### src/rtl/muldiv_pkg.sv
// Shared constants for the sequential multiply/divide unit: FSM state and opcode
// encodings, plus the default operand width.
package muldiv_pkg;

  localparam int MULDIV_WIDTH = 32;

  localparam logic [1:0] IDLE = 2'd0;
  localparam logic [1:0] RUN  = 2'd1;
  localparam logic [1:0] FIX  = 2'd2;

  localparam logic OP_MUL = 1'b0;
  localparam logic OP_DIV = 1'b1;

endpackage

### src/rtl/muldiv_abs_neg.sv
// Conditional two's-complement negate; yields operand magnitudes and applies
// the final sign of the quotient and remainder.
module muldiv_abs_neg
  import muldiv_pkg::*;
#(
  parameter int WIDTH = MULDIV_WIDTH
) (
  input  logic [WIDTH-1:0] val_i,
  input  logic             neg_i,
  output logic [WIDTH-1:0] val_o
);

  assign val_o = neg_i ? (~val_i + WIDTH'(1)) : val_i;

endmodule

### src/rtl/mul_div_unit.sv
// Sequential signed multiply (radix-2 Booth) / divide (non-restoring on magnitudes).
// Define MULDIV_OVF_FLAG_EN to add the registered ovf output.
//
// state | meaning
// IDLE  | waiting for start; done pulses here after a completion
// RUN   | one Booth / non-restoring iteration per cycle, WIDTH cycles
// FIX   | divide remainder and sign correction, result registers written
module mul_div_unit
  import muldiv_pkg::*;
#(
  parameter int WIDTH = MULDIV_WIDTH
) (
  input  logic             clock,
  input  logic             reset,
  input  logic             start,
  input  logic             op,
  input  logic [WIDTH-1:0] a_in,
  input  logic [WIDTH-1:0] b_in,
  output logic             busy,
  output logic             done,
  output logic [WIDTH-1:0] zhigh,
  output logic [WIDTH-1:0] zlow,
  output logic             div_by_zero
`ifdef MULDIV_OVF_FLAG_EN
  ,
  output logic             ovf
`endif
);

  localparam int CW = $clog2(WIDTH);

  logic [1:0]       state_q, state_d;
  logic [CW-1:0]    cnt_q, cnt_d;
  // acc is one bit wider than the operands so Booth on -2^(W-1) and the
  // non-restoring partial remainder never overflow.
  logic [WIDTH:0]   acc_q, acc_d;
  logic [WIDTH:0]   m_q, m_d;
  logic [WIDTH-1:0] q_q, q_d;
  logic             qm1_q, qm1_d;
  logic             op_q, op_d;
  logic             a_neg_q, a_neg_d;
  logic             b_neg_q, b_neg_d;
  logic             dbz_q, dbz_d;
  logic             done_q, done_d;
  logic [WIDTH-1:0] zhigh_q, zhigh_d;
  logic [WIDTH-1:0] zlow_q, zlow_d;
  logic             dbz_out_q, dbz_out_d;
`ifdef MULDIV_OVF_FLAG_EN
  logic             ovf_q, ovf_d;
`endif

  logic [WIDTH-1:0] a_mag, b_mag, quo_fix, rem_raw, rem_fix;
  logic [WIDTH:0]   booth_sum, div_shift, div_sum;

  muldiv_abs_neg #(.WIDTH(WIDTH)) u_a_mag (.val_i(a_in), .neg_i(a_in[WIDTH-1]), .val_o(a_mag));
  muldiv_abs_neg #(.WIDTH(WIDTH)) u_b_mag (.val_i(b_in), .neg_i(b_in[WIDTH-1]), .val_o(b_mag));
  muldiv_abs_neg #(.WIDTH(WIDTH)) u_quo (.val_i(q_q), .neg_i(a_neg_q ^ b_neg_q), .val_o(quo_fix));
  muldiv_abs_neg #(.WIDTH(WIDTH)) u_rem (.val_i(rem_raw), .neg_i(a_neg_q), .val_o(rem_fix));

  always_comb begin
    booth_sum = acc_q;
    case ({q_q[0], qm1_q})
      2'b01:   booth_sum = acc_q + m_q;
      2'b10:   booth_sum = acc_q - m_q;
      default: booth_sum = acc_q;
    endcase
  end

  assign div_shift = {acc_q[WIDTH-1:0], q_q[WIDTH-1]};
  assign div_sum   = acc_q[WIDTH] ? (div_shift + m_q) : (div_shift - m_q);
  assign rem_raw   = acc_q[WIDTH] ? (acc_q[WIDTH-1:0] + m_q[WIDTH-1:0]) : acc_q[WIDTH-1:0];

  always_comb begin
    state_d   = state_q;
    cnt_d     = cnt_q;
    acc_d     = acc_q;
    m_d       = m_q;
    q_d       = q_q;
    qm1_d     = qm1_q;
    op_d      = op_q;
    a_neg_d   = a_neg_q;
    b_neg_d   = b_neg_q;
    dbz_d     = dbz_q;
    done_d    = 1'b0;
    zhigh_d   = zhigh_q;
    zlow_d    = zlow_q;
    dbz_out_d = dbz_out_q;
`ifdef MULDIV_OVF_FLAG_EN
    ovf_d     = ovf_q;
`endif
    case (state_q)
      IDLE: begin
        if (start) begin
          op_d  = op;
          cnt_d = '0;
          acc_d = '0;
          qm1_d = 1'b0;
          if (op == OP_DIV) begin
            m_d     = {1'b0, b_mag};
            q_d     = a_mag;
            a_neg_d = a_in[WIDTH-1];
            b_neg_d = b_in[WIDTH-1];
            dbz_d   = (b_in == '0);
            // Divide by zero skips iteration; the raw dividend is kept for zhigh.
            if (b_in == '0) begin
              q_d     = a_in;
              state_d = FIX;
            end else begin
              state_d = RUN;
            end
          end else begin
            m_d     = {a_in[WIDTH-1], a_in};
            q_d     = b_in;
            a_neg_d = 1'b0;
            b_neg_d = 1'b0;
            dbz_d   = 1'b0;
            state_d = RUN;
          end
        end
      end
      RUN: begin
        if (op_q == OP_MUL) begin
          acc_d = {booth_sum[WIDTH], booth_sum[WIDTH:1]};
          q_d   = {booth_sum[0], q_q[WIDTH-1:1]};
          qm1_d = q_q[0];
        end else begin
          acc_d = div_sum;
          q_d   = {q_q[WIDTH-2:0], ~div_sum[WIDTH]};
        end
        cnt_d = cnt_q + CW'(1);
        if (cnt_q == CW'(WIDTH-1)) state_d = FIX;
      end
      FIX: begin
        done_d  = 1'b1;
        state_d = IDLE;
        if (op_q == OP_MUL) begin
          zhigh_d   = acc_q[WIDTH-1:0];
          zlow_d    = q_q;
          dbz_out_d = 1'b0;
`ifdef MULDIV_OVF_FLAG_EN
          ovf_d     = (acc_q[WIDTH-1:0] != {WIDTH{q_q[WIDTH-1]}});
`endif
        end else if (dbz_q) begin
          zhigh_d   = q_q;
          zlow_d    = '1;
          dbz_out_d = 1'b1;
`ifdef MULDIV_OVF_FLAG_EN
          ovf_d     = 1'b0;
`endif
        end else begin
          zhigh_d   = rem_fix;
          zlow_d    = quo_fix;
          dbz_out_d = 1'b0;
`ifdef MULDIV_OVF_FLAG_EN
          // Only -2^(W-1) / -1 yields an unnegated quotient magnitude of 2^(W-1).
          ovf_d     = q_q[WIDTH-1] & ~(a_neg_q ^ b_neg_q);
`endif
        end
      end
      default: state_d = IDLE;
    endcase
  end

  always_ff @(posedge clock) begin
    if (reset) begin
      state_q   <= IDLE;
      cnt_q     <= '0;
      acc_q     <= '0;
      m_q       <= '0;
      q_q       <= '0;
      qm1_q     <= 1'b0;
      op_q      <= 1'b0;
      a_neg_q   <= 1'b0;
      b_neg_q   <= 1'b0;
      dbz_q     <= 1'b0;
      done_q    <= 1'b0;
      zhigh_q   <= '0;
      zlow_q    <= '0;
      dbz_out_q <= 1'b0;
`ifdef MULDIV_OVF_FLAG_EN
      ovf_q     <= 1'b0;
`endif
    end else begin
      state_q   <= state_d;
      cnt_q     <= cnt_d;
      acc_q     <= acc_d;
      m_q       <= m_d;
      q_q       <= q_d;
      qm1_q     <= qm1_d;
      op_q      <= op_d;
      a_neg_q   <= a_neg_d;
      b_neg_q   <= b_neg_d;
      dbz_q     <= dbz_d;
      done_q    <= done_d;
      zhigh_q   <= zhigh_d;
      zlow_q    <= zlow_d;
      dbz_out_q <= dbz_out_d;
`ifdef MULDIV_OVF_FLAG_EN
      ovf_q     <= ovf_d;
`endif
    end
  end

  assign busy        = (state_q != IDLE);
  assign done        = done_q;
  assign zhigh       = zhigh_q;
  assign zlow        = zlow_q;
  assign div_by_zero = dbz_out_q;
`ifdef MULDIV_OVF_FLAG_EN
  assign ovf         = ovf_q;
`endif

endmodule

### config.mk
export PLATFORM = sky130hd
export DESIGN_NAME = mul_div_unit
export DESIGN_NICKNAME = d
export VERILOG_FILES = /design/src/rtl/muldiv_pkg.sv /design/src/rtl/muldiv_abs_neg.sv /design/src/rtl/mul_div_unit.sv
export SDC_FILE = /design/constraint.sdc
export NUM_CORES = 1
export LEC_CHECK = 0
export BUFFER_PORTS_ARGS = -buffer_cell sky130_fd_sc_hd__buf_4
export CAP_MARGIN = 20
export CORE_MARGIN = 2
export CORE_UTILIZATION = 56
export CTS_CLUSTER_SIZE = 30
export DETAILED_ROUTE_END_ITERATION = 12
export GPL_ROUTABILITY_DRIVEN = 0
export PLACE_DENSITY = 0.78
export SYNTH_ARGS = -nofsm -noshare
export SYNTH_HDL_FRONTEND = slang
export SYNTH_SLANG_ARGS = --single-unit
### constraint.sdc
create_clock -name clock -period 6.6 [get_ports clock]
set_input_delay 0.66 -clock clock [delete_from_list [all_inputs] [get_ports clock]]
set_output_delay 0.66 -clock clock [all_outputs]
set_load 0.02 [all_outputs]
## Word-level counts from Yosys, hierarchy flattened

Cells that the tools add are included.

- Add/subtract/negate cells: 10
- $mul: 0
- Divide/modulo/power cells: 0
- $lt $le $gt $ge: 0
- Equal/unequal tests: 8
- Shifts and indexed selects: 0
- Multiplexer cells: 36
- Bitwise gates (word level): 6
- Reductions and logical operators: 8

Operator list:

| kind | number |
|---|---|
| 2-to-1 mux 32 bit | 13 |
| 2-to-1 mux 33 bit | 4 |
| case mux 33 bit (2 select lines) | 2 |
| adder 32 x 1 -> 32 bit, second input constant | 4 |
| inverter 32 bit | 4 |
| adder 33 bit | 2 |
| subtractor 33 bit | 2 |
| case mux 32 bit (2 select lines) | 1 |
| adder 32 bit | 1 |
| zero test 32 bit | 1 |
| case mux 5 bit (2 select lines) | 1 |
| 2-to-1 mux 1 bit | 8 |
| 2-to-1 mux 2 bit | 4 |
| != test 2 bit, second input constant | 3 |
| AND reduction 2 bit | 3 |
| adder 5 x 1 -> 5 bit, second input constant | 1 |
| equality test 5 bit, second input constant | 1 |
| 2-to-1 mux 5 bit | 1 |
| equality test 2 x 1 -> 1 bit, second input constant | 2 |
| equality test 2 bit, second input constant | 2 |
| case mux 2 bit (2 select lines) | 1 |
| nonzero test 2 bit | 2 |
| AND reduction 3 bit | 1 |
| zero test 2 bit | 1 |
| other kinds (3) | 3 |

- Register bits after elaboration: 176
- Latch bits: 0
- Bits in writable memories: 0
- Bits in read-only memories: 0
- Bits of input ports: 68
- Output and inout bits: 67
- Word-level logic and storage cells: 82
- Memories kept: 0

## Longest topological paths before layout

- Depth after elaboration: 7
- Depth in mapped cells: 23
- Gate-level depth less buffers: 22

## By module

Synthesis repeated with hierarchy kept, for this count alone.

- Cell total of the unflattened synthesis: 2412
- Area, all modules: 18632.9 µm²

Modules (own cells, without submodules):

| module | times used | cells an instance | area an instance (µm²) | seq. area each (µm²) |
|---|---|---|---|---|
| mul_div_unit | 1 | 2016 | 15524.9 | 3523.4 |
| muldiv_abs_neg | 4 | 99 | 777.0 | 0.0 |

## Least setup slack after synthesis

No wires, ideal clock.

- Path type: register -> register
- Start: register acc_q[32]
- End: register acc_q[32]
- Library setup time: 0.133 ns
- Data arrival time: 5.078 ns
- Required time: 6.467 ns
- Path slack: 1.389 ns
- Stages on the path, launching flop included: 21
- Path buffers: 6
- Period minus slack after synthesis: 5.211 ns
- Cells stage by stage: dfxtp_1 -> clkbuf_1 -> clkbuf_1 -> buf_1 -> clkbuf_1 -> buf_1 -> clkbuf_1 -> nor2_1 -> xor2_1 -> ha_1 -> a21o_1 -> a21o_1 -> a21o_1 -> a31o_2 -> and2_1 -> a2111oi_0 -> o311a_1 -> o21ai_0 -> mux2_2 -> a22oi_1 -> a31oi_1

- Longest elaborated chain between the ends: 4
- Elaborated cells between the ends (all ways): 6
- Classes of those cells: add/sub (2); mux (4)

RTL lines:

| what | RTL line | text |
|---|---|---|
| from (decl) | mul_div_unit.sv:36 | `logic [WIDTH:0] acc_q, acc_d;` |
| from (signal assigned) | mul_div_unit.sv:168 | `acc_q <= '0;` |
| from (signal assigned) | mul_div_unit.sv:186 | `acc_q <= acc_d;` |
| subtractor 33 bit or adder 33 bit (tied branches) | mul_div_unit.sv:64, mul_div_unit.sv:63 |  |
| case mux 33 bit (2 select lines) | mul_div_unit.sv:62 | `case ({q_q[0], qm1_q})` |
| 2-to-1 mux 33 bit (*) | mul_div_unit.sv:122 | `if (op_q == OP_MUL) begin` |
| case mux 33 bit (2 select lines) (*) | mul_div_unit.sv:91 | `case (state_q)` |

Every way passes the cells marked *; elsewhere a longest branch is shown, timed or not.
A chain may end at the register's enable or synchronous reset.

## Worst setup path after layout

- Start: register m_q[8]
- End: register acc_q[32]

- Longest elaborated chain between the ends: 4
- Elaborated cells between the ends (all ways): 8
- Classes of those cells: add/sub (4); mux (4)

RTL lines:

| what | RTL line | text |
|---|---|---|
| from (decl) | mul_div_unit.sv:37 | `logic [WIDTH:0] m_q, m_d;` |
| from (signal assigned) | mul_div_unit.sv:187 | `m_q <= m_d;` |
| subtractor 33 bit (tied with other cells) | mul_div_unit.sv:64 | `2'b10: booth_sum = acc_q - m_q;` |
| case mux 33 bit (2 select lines) or 2-to-1 mux 33 bit (tied branches) | mul_div_unit.sv:62, mul_div_unit.sv:70 |  |
| 2-to-1 mux 33 bit (*) | mul_div_unit.sv:122 |  |
| case mux 33 bit (2 select lines) (*) | mul_div_unit.sv:91 |  |

Marks and branches as above.

==> tab_implementation.tex <==
\begin{tabular}{lr}
\hline
Metric & Value \\
\hline
\multicolumn{2}{l}{\textbf{Status}} \\
\quad Status & completed \\
\multicolumn{2}{l}{\textbf{Timing}} \\
\quad Number of max-slew violations in the final report & 0 \\
\quad Transition time at the pin with the least slew margin & 1.037 ns \\
\quad Slew HR & 30.23\% \\
\quad Period utilization & 87.90\% \\
\quad Number of hold violations in the final report & 0 \\
\quad Min Tclk post-route & 5.802 ns \\
\quad Clock Skews & 0.01365 ns \\
\quad Peak Freq & 0.1724 GHz \\
\quad Unrepaired setup endpoints after global routing & false \\
\quad Finish-stage setup viols & 0 \\
\quad Worst hold slack across all endpoints & 0.4692 ns \\
\quad TNS Setup & 0 ns \\
\quad Final worst setup slack & 0.7983 ns \\
\multicolumn{2}{l}{\textbf{Logic synthesis}} \\
\quad Synth cell types & 83 \\
\quad Top\_reg\_cell synth & sky130\_fd\_sc\_hd\_\_dfxtp\_1 \\
\quad Area of the mapped netlist & 17850 um2 \\
\quad Synthesized instance count & 2459 \\
\quad Ys async rst share & 0\% \\
\quad Sequential cell area fraction in the yosys report & 19.74\% \\
\quad EDFF count, synth & 0 \\
\quad Number of warnings reported in the yosys synthesis log & 0 \\
\quad Average cell area after synthesis & 7.259 um2 \\
\quad Number of nets in the synthesized netlist & 2633 \\
\quad Total of flip-flops plus latches after synthesis & 176 \\
\multicolumn{2}{l}{\textbf{Placement}} \\
\quad Number of port buffers & 134 \\
\quad Worst setup timing slack at the placement stage & 1.021 ns \\
\quad DP HPWL & 46220 um \\
\quad Cell count after placement & 2840 \\
\multicolumn{2}{l}{\textbf{Detailed routing}} \\
\quad DRC & 0 \\
\quad Number of vias after detailed routing & 19830 \\
\quad Mean number of vias per cell & 6.906 \\
\quad Total wire length & 61930 um \\
\quad First DRT Iteration DRCs & about 2300 \\
\quad Detailed Routing Iterations Pass 1 & 9 \\
\quad Per-cell routed wire length & approximately 22 um \\
\quad Number of nets still failing antenna checks after routing & 0 \\
\multicolumn{2}{l}{\textbf{Setup path}} \\
\quad Worst Path Required & 6.90 ns \\
\quad Critical Path Sink Type & register \\
\quad Maximum fanout encountered on the critical timing path & 8 \\
\quad Depth of the worst register-to-register path & 20 \\
\quad Critical Setup Path Class & reg -> reg \\
\quad Element type at the critical path start & register \\
\quad Critical path data arrival time & 6.10 ns \\
\multicolumn{2}{l}{\textbf{Final layout}} \\
\quad Area used by multi-input combinational logic & 13410 um2 \\
\quad Antenna Diode Count & 0 \\
\quad \# fillers & 2822 \\
\quad Reg area & 3528 um2 \\
\quad Layout Area Growth over Synthesis & 9.147\% \\
\quad Layout cells sized above 1 & 9.275\% \\
\quad Fin nets & between 2000 and 3000 \\
\quad Final cell count without fillers & 2871 \\
\multicolumn{2}{l}{\textbf{Clock tree}} \\
\quad Sinks on Clock Net & 176 \\
\quad Clock network latency to the later pin of the worst-skew pair & 0.46 ns \\
\quad Post-CTS Hold Buffers & 0 \\
\quad H-Tree Depth & 4 \\
\quad CTS tree & built \\
\quad CTS root buffer & sky130\_fd\_sc\_hd\_\_clkbuf\_16 \\
\quad Post-CTS resize count & 0 \\
\quad Clock slew at reported path FFs & 0.08 ns \\
\quad Maximum buffer depth of the clock tree & 2 \\
\quad Post-CTS Setup Repair Bufs & 0 \\
\quad Total CTS buffers & 17 \\
\multicolumn{2}{l}{\textbf{Worst hold path}} \\
\quad Worst min-delay path category & reg -> reg \\
\quad Hold Path Cell Cnt & 2 \\
\multicolumn{2}{l}{\textbf{Run}} \\
\quad Number of max-capacitance violations reported & 0 \\
\multicolumn{2}{l}{\textbf{Power and ir drop}} \\
\quad Power per cell area & 211.5 nW/um2 \\
\quad Peak supply drop & 196.7 uV \\
\quad Static leakage & 7.532 nW \\
\multicolumn{2}{l}{\textbf{GRT}} \\
\quad Vias in the first global route & roughly 18000 \\
\quad Overall track demand over capacity in global routing & between 30 and 40\% \\
\quad Global route overflow & 0 \\
\quad Largest net degree at the start of global routing & 93 \\
\quad Global-route wire length before repair & between 90000 and 100000 um \\
\quad Initial antenna violation count & 0 \\
\multicolumn{2}{l}{\textbf{Floorplanning}} \\
\quad Starting Density & 56.71\% \\
\quad Top Ports & 135 \\
\quad Chip Width & 182.5 um \\
\quad Die span in y & 182.5 um \\
\quad Core region area & 31470 um2 \\
\quad Die Outline Area & $\sim$33000 um2 \\
\quad Total number of placement rows & 65 \\
\hline
\end{tabular}
[path summary, 6_finish.rpt]
| path | to | slack (ns) | start |
|---|---|---|---|
| hold / removal | zhigh[9]$_SDFFE_PP0P_ | 0.47 | zhigh[9]$_SDFFE_PP0P_ |
| setup reg to reg | acc_q[32]$_SDFFE_PP0P_ | 0.80 | m_q[8]$_SDFFE_PP0P_ |
| hold reg to reg | zhigh[9]$_SDFFE_PP0P_ | 0.47 | zhigh[9]$_SDFFE_PP0P_ |
| setup / recovery | acc_q[32]$_SDFFE_PP0P_ | 0.80 | m_q[8]$_SDFFE_PP0P_ |
[flip-flops by register name (all words and copies together) (netlist names), 2 cells and up]
| name | count |
|---|---|
| zlow | 32 |
| state_q | 2 |
| zhigh | 32 |
| m_q | 33 |
| q_q | 32 |
| acc_q | 33 |
| cnt_q | 5 |
[cells by family (layout without fill, tap and decap cells)]
logic type,after synthesis,after routing,synth area share (%)
AOI/OAI and AO/OA,845,845,32.10
and+or+nand+nor,820,820,21.46
buffers and inverters,237,247,5.257
xor gates and xnor gates,223,223,10.94
DFF,176,176,19.74
adders and majority gates,106,106,7.556
muxes,52,52,2.944
[cells in the mapped netlist, types with 8 or more instances]
master | count | share of area [%]
sky130_fd_sc_hd__clkbuf_1 | 149 | 3.1
sky130_fd_sc_hd__o31ai_1 | 28 | 1.2
sky130_fd_sc_hd__or3_1 | 21 | 0.74
sky130_fd_sc_hd__ha_1 | 103 | 7.2
sky130_fd_sc_hd__and2_1 | 13 | 0.46
sky130_fd_sc_hd__nand4_1 | 23 | 0.81
sky130_fd_sc_hd__buf_2 | 9 | 0.25
sky130_fd_sc_hd__o21bai_1 | 14 | 0.59
sky130_fd_sc_hd__o211ai_1 | 52 | 2.2
sky130_fd_sc_hd__a211oi_1 | 188 | 7.9
sky130_fd_sc_hd__and3_1 | 20 | 0.70
sky130_fd_sc_hd__dfxtp_1 | 176 | 20
sky130_fd_sc_hd__or4_1 | 21 | 0.88
sky130_fd_sc_hd__a21oi_1 | 208 | 5.8
sky130_fd_sc_hd__a221oi_1 | 13 | 0.64
sky130_fd_sc_hd__nor3b_1 | 10 | 0.42
sky130_fd_sc_hd__nand3b_1 | 10 | 0.42
sky130_fd_sc_hd__a22oi_1 | 12 | 0.50
sky130_fd_sc_hd__nor4_1 | 19 | 0.67
sky130_fd_sc_hd__o41ai_1 | 12 | 0.59
sky130_fd_sc_hd__o2111ai_1 | 8 | 0.39
sky130_fd_sc_hd__nor2b_1 | 16 | 0.56
sky130_fd_sc_hd__o21ai_0 | 114 | 3.2
sky130_fd_sc_hd__o21a_1 | 17 | 0.71
sky130_fd_sc_hd__nor2_1 | 326 | 6.9
sky130_fd_sc_hd__xnor2_1 | 104 | 5.1
sky130_fd_sc_hd__a21o_1 | 40 | 1.7
sky130_fd_sc_hd__xor2_1 | 119 | 5.8
sky130_fd_sc_hd__a31oi_1 | 28 | 0.98
sky130_fd_sc_hd__or2_2 | 8 | 0.28
sky130_fd_sc_hd__nand2b_1 | 24 | 0.84
sky130_fd_sc_hd__mux2i_1 | 48 | 2.7
sky130_fd_sc_hd__nand3_1 | 39 | 1.1
sky130_fd_sc_hd__nor3_1 | 49 | 1.4
sky130_fd_sc_hd__inv_1 | 56 | 1.2
sky130_fd_sc_hd__nand2_1 | 199 | 4.2
sky130_fd_sc_hd__buf_1 | 15 | 0.32
[metal layers]
metal | vias up | global-route usage, % | routed length [um]
li1 | 9124 | - | -
met1 | 9274 | 44.99 | 24180
met2 | 1136 | 56.79 | 27110
met3 | 292 | 9.240 | 6427
met4 | 0 | 22.29 | 4210
met5 | - | 0 | 0
[cells in the final DEF (no fill, tap or decap), drive strengths merged, types with 32 or more instances in the layout]
cell	Yosys	final
nor2	326	326
a21oi	208	208
nand2	199	199
a211oi	188	188
dfxtp	176	176
buf	28	158
xor2	119	119
o21ai	118	118
xnor2	104	104
ha	103	103
inv	57	64
o211ai	52	52
nor3	49	49
mux2i	48	48
a21o	40	40
nand3	39	39
o31ai	32	32
[critical path, stage by stage, from the launching register on]
cell	delay (ns)
sky130_fd_sc_hd__dfxtp_1	0.40
sky130_fd_sc_hd__nor4_1	0.63
sky130_fd_sc_hd__nand4b_1	0.33
sky130_fd_sc_hd__nor4_1	0.51
sky130_fd_sc_hd__and2_1	0.24
sky130_fd_sc_hd__nor3b_1	0.31
sky130_fd_sc_hd__nor3b_1	0.35
sky130_fd_sc_hd__nor3b_1	0.49
sky130_fd_sc_hd__nor2_1	0.12
sky130_fd_sc_hd__xnor2_1	0.16
sky130_fd_sc_hd__ha_1	0.39
sky130_fd_sc_hd__and3_1	0.20
sky130_fd_sc_hd__nand2_1	0.07
sky130_fd_sc_hd__nor2_1	0.14
sky130_fd_sc_hd__nand3_1	0.12
sky130_fd_sc_hd__o2111ai_1	0.23
sky130_fd_sc_hd__nand2_1	0.17
sky130_fd_sc_hd__nand4b_1	0.20
sky130_fd_sc_hd__a31oi_1	0.30
sky130_fd_sc_hd__nand3b_1	0.17
sky130_fd_sc_hd__a31oi_1	0.11
[through the flow]
stage / total power (W) / util (%) / cell area [um2]
6_report: 0.004121 / 61.90 / 19480
5_1_grt: 0.004331 / 61.90 / 19480
4_1_cts: 0.004064 / 61.90 / 19480
3_5_place_dp: 0.002945 / 59.88 / 18850
3_3_place_gp: 0.002899 / 59.88 / 18850
2_1_floorplan: 0.002506 / - / 17850
[layout make-up]
type | count | area share (%)
flip-flops and latches | 176 | 18.11
clock buffers | 18 | 2.254
repair buffers | 158 | 6.088
well taps | 402 | 2.582
inverters | 58 | 1.117
multi-input cells | 2046 | 68.85
clock inverters | 13 | 1.002
[power by group]
part	switching (W)	total, W	internal (W)
Sequential	0.000161	0.00127	0.00111
Clock	0.000505	0.00113	0.000621
Combinational	0.00105	0.00172	0.000671
Total	0.00172	0.00412	0.00240
No activity file was read; power rests on OpenSTA's default activity.
